<file path="config.mk">
export PLATFORM = sky130hd
export DESIGN_NAME = stopwatch_digits
export DESIGN_NICKNAME = d
export VERILOG_FILES = /design/src/rtl/stopwatch_digits.sv
export SDC_FILE = /design/constraint.sdc
export NUM_CORES = 1
export LEC_CHECK = 0
export ABC_CLOCK_PERIOD_IN_PS = 5800
export CAP_MARGIN = 20
export CORE_AREA = 2 2 129 131
export CTS_CLUSTER_SIZE = 28
export DETAILED_ROUTE_END_ITERATION = 12
export DIE_AREA = 0 0 131 133
export RECOVER_POWER = 50
export SKIP_LAST_GASP = 1
export SLEW_MARGIN = 20
export SYNTH_ARGS = -nofsm -noshare
export SYNTH_HDL_FRONTEND = slang
export SYNTH_SLANG_ARGS = --single-unit
</file>
<file path="constraint.sdc">
create_clock -name clk -period 5.8 [get_ports clk]
set_input_delay 1.45 -clock clk [delete_from_list [all_inputs] [get_ports clk]]
set_output_delay 1.45 -clock clk [all_outputs]
set_load 0.02 [all_outputs]
</file>
<file path="src/rtl/stopwatch_digits.sv">
// rtl/stopwatch_digits.sv - debounced-key MM:SS.hh stopwatch driving six BCD digits
module stopwatch_digits #(
   parameter int CLK_HZ          = 50000000,
   parameter int TICK_HZ         = 100,
   parameter int DEBOUNCE_CYCLES = 500000
) (
   input  logic       clk,
   input  logic       reset_n,
   input  logic [1:0] key,
   output logic [3:0] digit0,
   output logic [3:0] digit1,
   output logic [3:0] digit2,
   output logic [3:0] digit3,
   output logic [3:0] digit4,
   output logic [3:0] digit5,
   output logic       running,
   output logic       rollover
);

   localparam int DIV = CLK_HZ / TICK_HZ;
   localparam int PW  = (DIV > 1) ? $clog2(DIV) : 1;
   localparam int DW  = (DEBOUNCE_CYCLES > 1) ? $clog2(DEBOUNCE_CYCLES) : 1;
   localparam logic [PW-1:0] PRE_MAX = PW'(DIV - 1);
   localparam logic [DW-1:0] DEB_MAX = DW'(DEBOUNCE_CYCLES - 1);

   // per-digit terminal values, digit5 first (MM:SS.hh -> 5 9 5 9 9 9)
   localparam logic [5:0][3:0] DIG_MAX = {4'd5, 4'd9, 4'd5, 4'd9, 4'd9, 4'd9};

   localparam logic [1:0] IDLE  = 2'd0;
   localparam logic [1:0] RUN   = 2'd1;
   localparam logic [1:0] PAUSE = 2'd2;

   logic [1:0]       sync_a;
   logic [1:0]       sync_b;
   logic [1:0]       deb;
   logic [1:0]       press;
   logic [DW-1:0]    deb_cnt [2];
   logic [1:0]       state;
   logic [1:0]       state_nx;
   logic [PW-1:0]    presc;
   logic [5:0][3:0]  dig_q;
   logic [5:0][3:0]  dig_nx;
   logic             carry;
   logic             ss_evt;
   logic             clr_evt;
   logic             tick;
   logic             at_max;

   assign ss_evt  = press[0];
   assign clr_evt = press[1];
   assign tick    = (state == RUN) && (presc == PRE_MAX);
   assign at_max  = (dig_q == DIG_MAX);

   // synchronize both keys, debounce them and flag debounced presses (1->0)
   always_ff @(posedge clk or negedge reset_n) begin
      if (!reset_n) begin
         sync_a     <= 2'b11;
         sync_b     <= 2'b11;
         deb        <= 2'b11;
         press      <= 2'b00;
         deb_cnt[0] <= '0;
         deb_cnt[1] <= '0;
      end else begin
         sync_a <= key;
         sync_b <= sync_a;
         for (int k = 0; k < 2; k++) begin
            press[k] <= 1'b0;
            if (sync_b[k] == deb[k]) begin
               deb_cnt[k] <= '0;
            end else if (deb_cnt[k] == DEB_MAX) begin
               deb[k]     <= sync_b[k];
               deb_cnt[k] <= '0;
               press[k]   <= ~sync_b[k];
            end else begin
               deb_cnt[k] <= deb_cnt[k] + DW'(1);
            end
         end
      end
   end

   // next state; start/stop wins except in PAUSE where clear wins
   always_comb begin
      state_nx = state;
      case (state)
         IDLE:    if (ss_evt) state_nx = RUN;
         RUN:     if (ss_evt) state_nx = PAUSE;
         PAUSE:   if (clr_evt) state_nx = IDLE;
                  else if (ss_evt) state_nx = RUN;
         default: state_nx = IDLE;
      endcase
   end

   // state register and registered running flag
   always_ff @(posedge clk or negedge reset_n) begin
      if (!reset_n) begin
         state   <= IDLE;
         running <= 1'b0;
      end else begin
         state   <= state_nx;
         running <= (state_nx == RUN);
      end
   end

   // prescaler advances only in RUN and holds across a pause
   always_ff @(posedge clk or negedge reset_n) begin
      if (!reset_n) begin
         presc <= '0;
      end else if ((state == IDLE && ss_evt) || (state == PAUSE && clr_evt)) begin
         presc <= '0;
      end else if (state == RUN) begin
         presc <= tick ? '0 : presc + PW'(1);
      end
   end

   // ripple the +1 through the BCD digits, each wrapping at its own limit
   always_comb begin
      dig_nx = dig_q;
      carry  = 1'b1;
      for (int i = 0; i < 6; i++) begin
         if (carry) begin
            if (dig_q[i] == DIG_MAX[i]) begin
               dig_nx[i] = 4'd0;
            end else begin
               dig_nx[i] = dig_q[i] + 4'd1;
               carry     = 1'b0;
            end
         end
      end
   end

   // digit registers and the one-cycle wrap pulse
   always_ff @(posedge clk or negedge reset_n) begin
      if (!reset_n) begin
         dig_q    <= '0;
         rollover <= 1'b0;
      end else begin
         rollover <= tick && at_max;
         if (state == PAUSE && clr_evt) begin
            dig_q <= '0;
         end else if (tick) begin
            dig_q <= dig_nx;
         end
      end
   end

   assign digit0 = dig_q[0];
   assign digit1 = dig_q[1];
   assign digit2 = dig_q[2];
   assign digit3 = dig_q[3];
   assign digit4 = dig_q[4];
   assign digit5 = dig_q[5];

endmodule

</file>
==> parameters.txt <==
Parameter                              Value

Outcome
  Run status    complete, but fails checks
  Violations in the final reports    capacitance limit, slew limit

Layout
  Antenna diode instance count    0
  Post-layout net count    about 530
  P&R area growth vs syn    17.79%
  Post-layout util    between 30% and 40%
  Share of post-route cells with drive strength above 1    under 10%

STA
  Post-layout minimum cycle time    3.655 ns
  TNS Setup    0 ns
  Final setup skew    0.005140 ns
  Number of hold violations in the final report    0
  Highest clock frequency the design can meet    273.6 MHz
  Slew at the pin with the worst max-slew slack    2.690 ns
  Fraction of the cycle the final worst path needs    between 60% and 70%
  Slew margin rel.    -79.36%
  Number of setup violations in the final report    0
  Final count of pins violating max slew    just over 50
  Setup repair after global routing missed its margin    no

Detailed routing
  Number of vias in the routed layout    3641
  Residual antenna-violating net count after detailed routing    0
  Final wirelength    approximately 9.5 mm
  1st-pass router iterations    5
  First-iteration detailed-routing DRC count    about 170
  WL per Instance    approximately 13 um
  Via count normalized by instance count    roughly 4.9
  DRC    0

Global routing
  Vias in the first global route    ~3500
  Global route total overflow    0
  Pin count of the biggest net entering global routing    51
  Antenna violations before repair    0
  Wire length of the first global-routing pass    roughly 17 mm
  Global-route usage over all layers    between 10% and 20%

Power and ir drop
  VDD IR max    between 0.1 and 0.15 mV
  Total power per unit cell area    246.6 mW/mm^2
  Total leakage power    between 2 and 2.5 nW
  Total power    1.370 mW

Floorplanning
  Width of the die    131 um
  Initial cell density of the core    29.18%
  Chip height    133 um
  Die area    roughly 0.017 mm^2
  Number of core rows    47
  Number of ports placed on the die boundary    30
  Core region area    about 0.016 mm^2

CTS
  Clock sink total    between 90 and 100
  Post-cts resize count    0
  Number of buffers inserted to repair setup after CTS    0
  Clock-pin slew on the worst setup and hold paths    about 0.06 ns
  # hold bufs at CTS    0
  Clock root buffer    sky130_fd_sc_hd__clkbuf_16
  Maximum clock insertion buffer count    2
  Maximum level of the CTS H-tree    3
  Clock insertion delay at the later pin of the skew report    between 0.3 and 0.4 ns
  Clock tree from TritonCTS    built
  Total CTS buffers    9

Worst setup path
  Largest stage delay on the critical path    1.88 ns
  Critical register-to-register path startpoint    presc[5]
  Arrival time at the worst endpoint    a little over 4 ns
  Reg2Reg Setup Slack    slightly above 3 ns
  Standard cell with the maximum stage delay on the critical path    sky130_fd_sc_hd__clkbuf_1
  Worst Path Class, Setup    in -> async
  Crit path max fanout    50
  Required time at the worst-slack endpoint    around 6.2 ns
  Worst flop-to-flop path endpoint    presc[14]
  Worst r2r path cells    5
  Type of element launching the critical path    primary input
  Kind of end point of the critical path    asynchronous set/reset pin
  Crit-path leading delay family    buffers and inverters
  Buffer and inverter count on the worst path    2
  Critical-path cell list    clkbuf_1, buf_4

Logic synthesis
  Post-synthesis sequential area ratio    roughly half
  Syn avg cell area    approximately 9.7 um^2
  Dominant cell by count in the synthesized netlist    sky130_fd_sc_hd__dfrtp_1
  Gate count after technology mapping    ~490
  Prevailing post-synth register cell    sky130_fd_sc_hd__dfrtp_1
  Number of warnings reported in the yosys synthesis log    0
  Most used standard cells in the synthesized netlist    sky130_fd_sc_hd__dfrtp_1, sky130_fd_sc_hd__nor2_1, sky130_fd_sc_hd__nand2_1
  Combined area of all synthesized cells    between 0.004 and 0.005 mm^2
  Biggest area contributors in the synthesized netlist    sky130_fd_sc_hd__dfrtp_1, sky130_fd_sc_hd__nor2_1, sky130_fd_sc_hd__xor2_1
  Share of synthesized flip-flops with an asynchronous set or reset    100.0%
  Cell variety after synth    48
  Leading area contributor after synthesis    sky130_fd_sc_hd__dfrtp_1
  Number of register bits inferred by synthesis    93
  Synthesized Nets    504
  Number of flops mapped to enable cells by yosys    0
  Portion of synthesized cell area occupied by the leading cell type    a little under half

Placed design
  Post-DP HPWL    ~6.5 mm
  Port bufs    29
  RD Place Congestion    roughly 0.80

Run
  Maximum Capacitance Violations    1

Worst hold path
  Hold path startpoint    sync_a[1]
  Worst min path class    reg -> reg
  Hold Path Stages    0
  Endpoint, Worst Hold    sync_b[1]
## how the worst max path moves through the flow
stage               cells after the start  startpoint  slack [ns]    endpoint
floorplan                               7    presc[5]        3.19   digit2[2]
global placement                        5    presc[5]        3.13   digit2[2]
detailed placement                      5    presc[5]        3.06   digit2[2]
CTS                                     1   digit1[0]        2.85   digit1[0]
global route                            2     reset_n        1.46  deb_cnt[1]
finish                                  2     reset_n        2.15      deb[1]
## power by group
part	internal [mW]	switching (mW)
sequential	0.654	0.00427
clock	0.426	0.260
combinational	0.00562	0.0200
total	1.09	0.284
## state kept, by name, indices dropped and copies added (netlist names), 4 cells and up
signal and count:
deb_cnt 38, digit3 4, digit4 4, digit1 4, digit0 4, digit5 4
presc 19, digit2 4
## cell families after synthesis
family / count (synthesis) / share of synthesized area (%)
simple gates: 240 / 26.54
flops: 93 / 49.48
compound gates: 52 / 6.418
xor+xnor: 51 / 9.467
buf+inv: 27 / 2.572
fa+ha+maj: 15 / 3.978
mux: 7 / 1.538
## routing by layer
layer / vias to the layer above / routed length [um] / global-route usage, %
met2: 70 / 4583 / 18.51
li1: 1762 / - / -
met4: 0 / 106 / 3.428
met1: 1799 / 4360 / 15.56
met3: 10 / 447 / 3.275
met5: - / 0 / 0
## through the flow
stage / setup slack [ns] / hold slack, ns / cell area [um^2] / instances
floorplan: 3.194 / 0.3452 / 4718 / 485
global placement: 3.131 / 0.3510 / 5224 / 722
detailed placement: 3.061 / 0.3468 / 5224 / 722
CTS: 2.850 / 0.3567 / 5569 / 738
global route: 1.459 / 0.3643 / 5558 / 738
finish: 2.145 / 0.3558 / 5558 / 738
## placed cells by master, fill, tap and decap left out, drive strengths merged, types with 2 or more instances in the layout
| cell | instances |
|---|---|
| bufinv | 3 |
| dfstp | 6 |
| mux2i | 5 |
| nand2 | 39 |
| o311ai | 2 |
| nand2b | 2 |
| xnor2 | 20 |
| ha | 15 |
| o21ai | 20 |
| buf | 2 |
| and2 | 4 |
| xor2 | 31 |
| a22o | 2 |
| nor4 | 10 |
| dlygate4sd3 | 2 |
| a31oi | 2 |
| clkbuf | 11 |
| nand4b | 4 |
| or4 | 10 |
| nor4b | 3 |
| or3 | 10 |
| and4 | 6 |
| inv | 16 |
| nand3 | 27 |
| nor3 | 14 |
| a21oi | 18 |
| dfrtp | 87 |
| nand4 | 15 |
| mux2 | 2 |
| clkdlybuf4s50 | 26 |
| or2 | 2 |
| and3 | 6 |
| and3b | 3 |
| or4b | 2 |
| nand3b | 8 |
| nor2 | 73 |
## final cells by class
cell class | instances | area (um^2)
clock buffer | 10 | 229.0
clock inverter | 6 | 116.4
fill | 1658 | 10610
inverter | 13 | 48.80
multi-input combinational | 365 | 2255
sequential | 93 | 2335
tap | 220 | 275.3
timing repair buffer | 31 | 299.0
No activity file was read; power rests on OpenSTA's default activity.
